$ cat config.mk
export PLATFORM = sky130hd
export DESIGN_NAME = rr_arb_4
export DESIGN_NICKNAME = d
export VERILOG_FILES = /design/src/rtl/rr_arb_4.sv
export SDC_FILE = /design/constraint.sdc
export NUM_CORES = 1
export LEC_CHECK = 0
export BUFFER_PORTS_ARGS = -buffer_cell sky130_fd_sc_hd__buf_2
export CORE_ASPECT_RATIO = 1.5
export CORE_UTILIZATION = 49
export DETAILED_ROUTE_END_ITERATION = 8
export PLACE_DENSITY = 0.81
export SLEW_MARGIN = 20
export SYNTH_ARGS = -nofsm -noshare
export SYNTH_HDL_FRONTEND = slang
export SYNTH_SLANG_ARGS = --single-unit
export TNS_END_PERCENT = 10
$ cat constraint.sdc
create_clock -name clk -period 1.9 [get_ports clk]
set_clock_uncertainty 0.1 [all_clocks]
set_input_delay 0.095 -clock clk [delete_from_list [all_inputs] [get_ports clk]]
set_output_delay 0.095 -clock clk [all_outputs]
set_load 0.05 [all_outputs]
$ cat src/rtl/rr_arb_4.sv
// rtl/rr_arb_4.sv - 4-way round-robin arbiter with hold limit and registered 4:1 data select
module rr_arb_4 #(
    parameter int MAX_HOLD = 8
) (
    input  logic       clk,
    input  logic       rst_n,
    input  logic [3:0] req,
    input  logic [3:0] a,
    output logic [3:0] gnt,
    output logic [1:0] sel,
    output logic       busy,
    output logic       out
);

    localparam logic [0:0] S_IDLE  = 1'b0;
    localparam logic [0:0] S_GRANT = 1'b1;
    localparam logic [7:0] HOLD_LAST = 8'(MAX_HOLD - 1);

    logic [0:0] state;
    logic [1:0] ptr;
    logic [7:0] cnt;

    logic [3:0] owner_oh;
    logic [3:0] others;
    logic [3:0] mask;
    logic [1:0] pick;
    logic [1:0] idx;
    logic       found;
    logic       do_grant;
    logic       drop;

    assign owner_oh = 4'b0001 << sel;
    assign others   = req & ~owner_oh;

    // While the owner still requests, only a preemption can move the grant, so it is excluded.
    assign mask = (state == S_GRANT && req[sel]) ? others : req;

    always_comb begin
        found = 1'b0;
        pick  = ptr;
        idx   = ptr;
        for (int i = 0; i < 4; i++) begin
            idx = ptr + 2'(i);
            if (!found && mask[idx]) begin
                found = 1'b1;
                pick  = idx;
            end
        end
    end

    always_comb begin
        do_grant = 1'b0;
        drop     = 1'b0;
        if (state == S_IDLE) begin
            do_grant = |req;
        end else if (!req[sel]) begin
            do_grant = |req;
            drop     = ~|req;
        end else if (cnt == HOLD_LAST && |others) begin
            do_grant = 1'b1;
        end
    end

    assign busy = state[0];

    always_ff @(posedge clk or negedge rst_n) begin
        if (!rst_n) begin
            state <= S_IDLE;
            gnt   <= 4'b0000;
            sel   <= 2'd0;
            ptr   <= 2'd0;
            cnt   <= 8'd0;
            out   <= 1'b0;
        end else begin
            out <= (state == S_GRANT) ? a[sel] : 1'b0;
            if (do_grant) begin
                state <= S_GRANT;
                sel   <= pick;
                gnt   <= 4'b0001 << pick;
                ptr   <= pick + 2'd1;
                cnt   <= 8'd0;
            end else if (drop) begin
                state <= S_IDLE;
                gnt   <= 4'b0000;
            end else if (state == S_GRANT && cnt != HOLD_LAST) begin
                cnt <= cnt + 8'd1;
            end
        end
    end

endmodule

== Word level (Yosys, flattened, before mapping) ==
Index checks and enable logic that the tools add are counted.
Word-level totals
  register bits: 18
  input bits: 10
  word-level logic and storage cells: 70
Cells by class
  $add $sub $neg: 5
  magnitude comparators: 5
  eq/ne operators: 3
  shift operators: 2
  muxes and demuxes: 32
  bitwise logic cells: 2
  reductions and logical operators: 15
Operator list (number)
  $mux W8: 3
  $mux W1: 17
  $lt A2 B3 Y1 const B: 5
  $bmux W1 S2: 6
  $mux W4: 3
  $add A8 B1 Y8 const B: 1
  $eq A8 B3 Y1 const B: 1
  $ne A8 B3 Y1 const B: 1
  $reduce_or A4 Y1: 2
  $shl A1 B2 Y4 const A: 2
  $logic_and A1 B1 Y1: 6
  $mux W2: 3
  $add A2 B1 Y2 const B: 2
  $add A2 B2 Y2 const B: 2
  $and A4 B4 Y4: 1
  $logic_not A1 Y1: 4
  $not A4 Y4: 1
  $reduce_bool A2 Y1: 2
  $ne A2 B2 Y1 const B: 1
  $reduce_and A2 Y1: 1

== Depth between registers and ports, before layout ==
Gate-level depths: netlist of the first run.
  word-level depth: 18
  depth in mapped cells: 8

== Least setup slack after synthesis of the first run ==
No wires, ideal clock.
  path kind: register to register
  from: register sel[0]
  to: register ptr[0]
  library setup time: 0.130 ns
  arrival time: 2.191 ns
  data required time: 1.670 ns
  path slack: -0.522 ns
  cell stages (with the launch flop): 8
  path buffers: 1
  clock period less this slack: 2.422 ns
  cell sequence: dfrtp_1 buf_6 or3b_1 nand2_1 o22ai_1 a222oi_1 nand2_1 a21boi_0
Between the ends
  longest elaborated chain between the ends: 17
  elaborated cells between the ends (all ways): 33
RTL lines
  start: declaration: RTL line 10  | output logic [1:0] sel,
  start signal: assignment: RTL line 78  | sel <= pick;
  $bmux W1 S2 / $shl A1 B2 Y4 (equally long branches): RTL line 36, 56, 32
  $mux W1 (implied by the code) / $not A4 Y4 (equally long branches): RTL line 36, 56, 33
  $logic_and A1 B1 Y1 / $and A4 B4 Y4 (equally long branches): RTL line 36, 33
  $mux W4: RTL line 36  | assign mask = (state == S_GRANT && req[sel]) ? others : req;
  $bmux W1 S2: RTL line 44  | if (!found && mask[idx]) begin
  $mux W1 (implied by the code): RTL line 44
  $mux W1: RTL line 44
  $logic_not A1 Y1: RTL line 44
  $logic_and A1 B1 Y1: RTL line 44
  $mux W1: RTL line 44
  $logic_not A1 Y1: RTL line 44
  $logic_and A1 B1 Y1: RTL line 44
  $mux W1: RTL line 44
  $logic_not A1 Y1: RTL line 44
  $logic_and A1 B1 Y1: RTL line 44
  $mux W2: RTL line 44
  $add A2 B1 Y2: RTL line 80  | ptr <= pick + 2'd1;
  end signal: assignment: RTL line 80
  end: declaration: RTL line 20  | logic [1:0] ptr;
Several ways; a longest one is shown, not always the timed one. The select of a mux whose other input is x is not followed.
A chain may end at the register's enable or synchronous reset.

== Worst setup path in the final report of the first run ==
  from: register cnt[7]
  to: register gnt[2]
Between the ends
  longest elaborated chain between the ends: 6
  elaborated cells between the ends (all ways): 7
RTL lines
  start: declaration: RTL line 21  | logic [7:0] cnt;
  start signal: assignment: RTL line 86  | cnt <= cnt + 8'd1;
  $eq A8 B3 Y1 (*): RTL line 59  | end else if (cnt == HOLD_LAST && |others) begin
  $logic_and A1 B1 Y1 (*): RTL line 59
  $mux W1 (*): RTL line 59
  $mux W1 (*): RTL line 56  | end else if (!req[sel]) begin
  $mux W1 (*): RTL line 54  | if (state == S_IDLE) begin
  $mux W4 / $reduce_bool A2 Y1 (equally long branches)
  end signal: assignment: RTL line 79  | gnt <= 4'b0001 << pick;
  end: declaration: RTL line 9  | output logic [3:0] gnt,
Mark *: on every way between the ends. The rest lies on a longest branch, timed or not.

==> results of run 1 <==
## flip-flops by register name (all words and copies together), names as in the netlist
signal  cells
cnt         8
out         1
busy        1
gnt         4
sel         2
ptr         2
## critical path, stage by stage, from the launching register on
cell and delay (ps):
sky130_fd_sc_hd__dfrtp_1 410, sky130_fd_sc_hd__nor4_2 270, sky130_fd_sc_hd__nand4b_1 210, sky130_fd_sc_hd__o311ai_4 460, sky130_fd_sc_hd__and2_4 250, sky130_fd_sc_hd__nand2_1 70, sky130_fd_sc_hd__o21ai_0 180
## metal layers
layer / share of wire / global-route usage / vias to the layer above / wire length (um)
li1: - / - / 510 / -
met1: 0.41 / 0.316 / 516 / 1100
met2: 0.54 / 0.443 / 36 / 1420
met3: 0.036 / 0.0189 / 6 / 95
met4: 0.015 / 0.103 / 0 / 40
met5: 0 / 0 / - / 0
## synthesized netlist by cell type (all sizes together) (2+ instances only)
| library cell | count |
|---|---|
| buf | 3 |
| nand2 | 19 |
| o31ai | 5 |
| inv | 4 |
| a32o | 3 |
| and2 | 5 |
| mux4 | 2 |
| dfrtp | 18 |
| nand4 | 3 |
| nand3b | 2 |
| nor2 | 4 |
| a21oi | 2 |
| o22ai | 3 |
| o21ai | 13 |
| a31oi | 3 |
| nand3 | 2 |
| nor2b | 3 |
## worst max path at each step
stage                 from      to  slack, ps
floorplan           sel[0]  ptr[0]       -400
global placement    cnt[4]  gnt[3]       -210
detailed placement  cnt[4]  gnt[3]       -330
CTS                 sel[1]  ptr[0]       -110
global route        sel[1]  ptr[0]       -250
finish              cnt[7]  gnt[2]       -140
## power groups by stage
stage               Clock [mW]  Combinational, mW  Sequential (mW)
floorplan                    0              0.570            0.804
global placement             0               1.16            0.599
detailed placement           0               1.19            0.609
CTS                      0.237               1.24            0.601
global route             0.252               1.39            0.622
finish                   0.230               1.29            0.607
## stage by stage
| stage | setup TNS [ps] | hold slack (ps) | cell area (sq um) |
|---|---|---|---|
| 5_1_grt | -3000 | 124 | 1430 |
| 4_1_cts | -656 | 103 | 1410 |
| 6_report | -1380 | 119 | 1430 |
| 3_5_place_dp | -3700 | -58.1 | 1330 |
| 3_3_place_gp | -2090 | -63.3 | 1330 |
| 2_1_floorplan | -4040 | -301 | 1050 |
## final cells by class
| class | instances | area, sq um | area share |
|---|---|---|---|
| Sequential cell | 18 | 453 | 0.317 |
| Clock buffer | 4 | 36.3 | 0.0254 |
| Timing Repair Buffer | 44 | 294 | 0.206 |
| Tap cell | 22 | 27.5 | 0.0193 |
| Multi-Input combinational cell | 86 | 602 | 0.422 |
| Inverter | 4 | 15.0 | 0.0105 |
## logic make-up (layout without fill, tap and decap cells)
group / count (synthesis) / count (layout) / share of synthesized area
compound gates: 34 / 34 / 0.211
xor+xnor: 2 / 2 / 0.0167
fa+ha+maj: 1 / 1 / 0.0119
buf+inv: 8 / 52 / 0.0441
flops: 18 / 18 / 0.429
mux: 3 / 3 / 0.0596
simple gates: 46 / 46 / 0.228
## what timing repair did
action | 4_1_cts | 5_1_grt
hold buffers | 1 | 0
resized for setup | 10 | 6
endpoints found under the setup margin | 16 | 16
hold endpoints to repair | 18 | 0
pin swaps | 0 | 3
==> impl_metrics.toml, run 1 <==
[yosys]
synth.distinct_cells = 37
synthesis.area_sq_um = 1050
synth-main-ff-cell = "sky130_fd_sc_hd__dfrtp_1"
portion_of_synthesized_cell_area_occupied_by_the_leading_cell_type = 0.429
synth-seq-cells = 18
syn-mean-instance-area_sq_um = 9.37
ys_top_cells_by_area = "sky130_fd_sc_hd__dfrtp_1 43%, sky130_fd_sc_hd__nand2_1 6.8%, sky130_fd_sc_hd__o21ai_0 5.7%, sky130_fd_sc_hd__mux4_1 5.0%, sky130_fd_sc_hd__o31ai_1 3.6%"
synthesis.yosys.warnings = 0
synthesis.instances = 112
synth.net_count = 123
seq_area_frac_synth = 0.429
async_flop_share = 1.00
leading_area_contributor_after_synthesis = "sky130_fd_sc_hd__dfrtp_1"
count_of_flip_flops_with_a_built_in_enable_after_synthesis = 0

[finish]
antenna_cells_inserted = 0
finish.utilization = 0.704
mostFrequentLayoutCells = "25 x sky130_fd_sc_hd__buf_4, 18 x sky130_fd_sc_hd__nand2_1, 17 x sky130_fd_sc_hd__buf_2"
stdcell_count = 178
synthToLayoutAreaGrowth_pct = 36.0
final_nets = 168
filler_cell_count = 150
mostFrequentLayoutCell = "sky130_fd_sc_hd__buf_4"
drive_above_1_share = 0.365

[hold_path]
min_to = "out"
hold_path.class = "in2reg"
hp-start = "a[3]"
min_path_cells = 3

[setup_path]
cp_max_fo = 6
regToRegSetupSlack_ps = -140
critical_path.reg2reg.startpoint = "cnt[7]"
worstSetupPathType = "reg2reg"
startpoint_type = "flop"
critPathArrivalTime_ps = 2140
crit-reg2reg-capture = "gnt[2]"
required_ps = 2000
crit_path_end_kind = "flop"
reg2reg_depth = 6

[timing]
drv_slew = 0
timing.max_slew.rel_slack = 0.732
hold_violations = 0
final.period_utilization = 1.07
final-setup-viol-count = 15
max_freq_mhz = 490
min_period_ps = 2040
grt_setup_unrepaired = "yes"
final_critical_path_setup_slack_ps = -140
timing_worst_slew_pin_value_ps = 402

[die]
rows = 20
dieArea_sq_um = 2340
die_width_um = 39.8
design.core.area_sq_um = 2030
ioPinCount = 18
initial_core_util = 0.518
chipHeight_um = 58.7

[power_and_ir_drop]
power.sequential.fraction = 0.285
switching_power_uw = 942
vdd_ir_drop_max_v = 0.00113
p_clk_frac = 0.108
leakagePower_nw = 0.670
power.density_cell_area_nw_per_um2 = 1490
p_int_mw = 1.19
comb_power_share = 0.607
power.total_mw = 2.13
power.share.switching = 0.442

[clock_network]
post-cts-setup-buffer-count = 0
numClockSinks = 18
cts.reportedPaths.clkPinSlew_ps = 100
clock_insertion_delay_at_the_later_pin_of_the_skew_report_ps = 290
cts.htree.levels = 1
cts_buffers = 3
cts_tree = "built"
cts.root.buffer_cell = "sky130_fd_sc_hd__clkbuf_4"
cts.path.max_buffers = 2

[global_routing]
gr-usage-all-layers = 0.256
maximum_number_of_pins_on_one_net_before_global_route_repair = 19
globalRouteOverflowTotal = 0
number_of_global_route_vias_before_repair = 1031
grt_pass1_wl_mm = 4.20
antenna_found_initial = 0

[placement]
dpl.hpwl_mm = 1.99
placedCellCount = 173
portBuffers = 17
place_congestion = 0.833
post_placement_worst_setup_slack_ps = -328

[routing]
drt_pre_antenna_iters = 4
finalWirelength_mm = 2.66
vias_per_cell = 6.00
dr_total_vias = 1068
drc = 0
detailedRoute.firstIterationViolations = 39
wl_cell_um = 14.9
antenna_left = 0

[outcome]
failed_checks = "setup timing"
status = "finished with violations"

[job]
cap_viol_max_count = 0
Power figures use the tool's default switching activity.
==> inputs of run 2 (changes only) <==
--- a/config.mk
+++ b/config.mk
@@ -6,10 +6,9 @@
 export NUM_CORES = 1
 export LEC_CHECK = 0
 export BUFFER_PORTS_ARGS = -buffer_cell sky130_fd_sc_hd__buf_2
-export CORE_ASPECT_RATIO = 1.5
-export CORE_UTILIZATION = 49
+export CORE_UTILIZATION = 54
 export DETAILED_ROUTE_END_ITERATION = 8
-export PLACE_DENSITY = 0.81
+export PLACE_DENSITY = 0.84
 export SLEW_MARGIN = 20
 export SYNTH_ARGS = -nofsm -noshare
 export SYNTH_HDL_FRONTEND = slang
==> constraint.sdc (replaced) <==
create_clock -name clk -period 2.18 [get_ports clk]
set_clock_uncertainty 0.1 [all_clocks]
set_input_delay 0.109 -clock clk [delete_from_list [all_inputs] [get_ports clk]]
set_output_delay 0.109 -clock clk [all_outputs]
set_load 0.05 [all_outputs]
==> impl_metrics.toml, run 2 (same netlist as run 1, synthesis figures left out) <==
[outcome]
status = "completed"

[routing]
dr_total_vias = 992
antenna_left = 0
drt_pre_antenna_iters = 4
detailedRoute.firstIterationViolations = 33
vias_per_cell = 6.05
drc = 0
wl_cell_um = 14.3
finalWirelength_mm = 2.35

[timing]
final_critical_path_setup_slack_ps = 78.7
drv_slew = 0
final.period_utilization = 0.964
finalSetupTns_ps = 0
grt_setup_unrepaired = "yes"
timing.max_slew.rel_slack = 0.728
final-setup-viol-count = 0
max_freq_mhz = 476
timing_worst_slew_pin_value_ps = 408
hold-worst-slack_ps = 124
hold_violations = 0
min_period_ps = 2100

[power_and_ir_drop]
power.sequential.fraction = 0.333
power.density_cell_area_nw_per_um2 = 1310
switching_power_uw = 756
p_clk_frac = 0.121
leakagePower_nw = 0.572
comb_power_share = 0.545
vdd_ir_drop_max_v = 0.000883
power.share.switching = 0.459
p_int_uw = 889

[setup_path]
crit_path_end_kind = "flop"
cp_max_fo = 13
critical_path.reg2reg.startpoint = "sel[1]"
reg2reg_depth = 6
critPathArrivalTime_ps = 2180
startpoint_type = "flop"
worstSetupPathType = "reg2reg"
required_ps = 2250
first_element_of_the_critical_path = "sel[1]"

[global_routing]
maximum_number_of_pins_on_one_net_before_global_route_repair = 19
antenna_found_initial = 0
globalRouteOverflowTotal = 0
grt_pass1_wl_mm = 4.06
gr-usage-all-layers = 0.265
number_of_global_route_vias_before_repair = 935

[clock_network]
clock_insertion_delay_at_the_later_pin_of_the_skew_report_ps = 290
cts.reportedPaths.clkPinSlew_ps = 100
cts.htree.levels = 1
numClockSinks = 18
cts.root.buffer_cell = "sky130_fd_sc_hd__clkbuf_4"
cts_buffers = 3
cts_tree = "built"
post-cts-setup-buffer-count = 0
cts.path.max_buffers = 2

[die]
chipHeight_um = 46.1
dieArea_sq_um = 2120
initial_core_util = 0.589
rows = 15
die_width_um = 46.1
design.core.area_sq_um = 1780
ioPinCount = 18

[finish]
biggestRegsByFlops = "cnt x8, gnt x4"
final_nets = 151
synthToLayoutAreaGrowth_pct = 19.8
drive_above_1_share = 0.237
largest_register_ffs = 8
mostFrequentLayoutCell = "sky130_fd_sc_hd__nand2_1"
mostFrequentLayoutCells = "19 x sky130_fd_sc_hd__nand2_1, 17 x sky130_fd_sc_hd__buf_2, 16 x sky130_fd_sc_hd__dfrtp_1"
stdcell_count = 164
top_register = "cnt"
finish.utilization = 0.705
antenna_cells_inserted = 0

[hold_path]
hold_path.class = "in2reg"
hp-start = "a[3]"
min_path_cells = 3

[placement]
placedCellCount = 159
place_congestion = 0.833
post_placement_worst_setup_slack_ps = 78.0
dpl.hpwl_mm = 1.77
portBuffers = 17

[job]
cap_viol_max_count = 0
[run 2: area by class of cell]
class                      instances  area [sq um]
multi-input combinational         86           559
fill                             139           526
sequential                        18           453
timing repair buffer              27           163
clock buffer                       4          36.3
tap                               25          31.3
inverter                           4          15.0
[run 2: final timing paths]
check,endpoint,slack [ps]
max,ptr[0],80
min,out,120
max reg2reg,ptr[0],80
min reg2reg,gnt[3],400
max in group asynchronous,sel[0],1490
min in group asynchronous,out,180
[run 2: what timing repair did]
action	in CTS	in global routing
gates resized for setup	0	2
setup endpoints to repair	0	8
hold buffers	1	0
endpoints found under the hold margin	18	0
[run 2: power by group through the flow]
| stage | combinational (mW) | sequential (mW) | clock (mW) |
|---|---|---|---|
| 2_1_floorplan | 0.497 | 0.701 | 0 |
| 3_3_place_gp | 0.864 | 0.541 | 0 |
| 3_5_place_dp | 0.888 | 0.552 | 0 |
| 4_1_cts | 0.896 | 0.545 | 0.209 |
| 5_1_grt | 0.987 | 0.562 | 0.222 |
| 6_report | 0.897 | 0.548 | 0.200 |
[run 2: metal layers]
metal	vias up	wire [um]	GRT usage
met2	22	1200	0.451
li1	479	-	-
met3	2	92	0.0627
met5	-	0	0
met1	489	1050	0.340
met4	0	12	0.0588
[run 2: critical path, cell delays in order, from the launching register on]
cell and delay, ps:
sky130_fd_sc_hd__dfrtp_2 480, sky130_fd_sc_hd__mux4_1 620, sky130_fd_sc_hd__o311ai_1 120, sky130_fd_sc_hd__buf_4 230, sky130_fd_sc_hd__and2_1 210, sky130_fd_sc_hd__nand2_1 110
sky130_fd_sc_hd__a21boi_0 130
[run 2: per-stage QoR]
| stage | power (mW) | instance area, sq um |
|---|---|---|
| after CTS | 1.65 | 1250 |
| final | 1.65 | 1260 |
| after floorplan | 1.20 | 1050 |
| after detailed placement | 1.44 | 1200 |
| after global routing | 1.77 | 1260 |
| after global placement | 1.40 | 1200 |
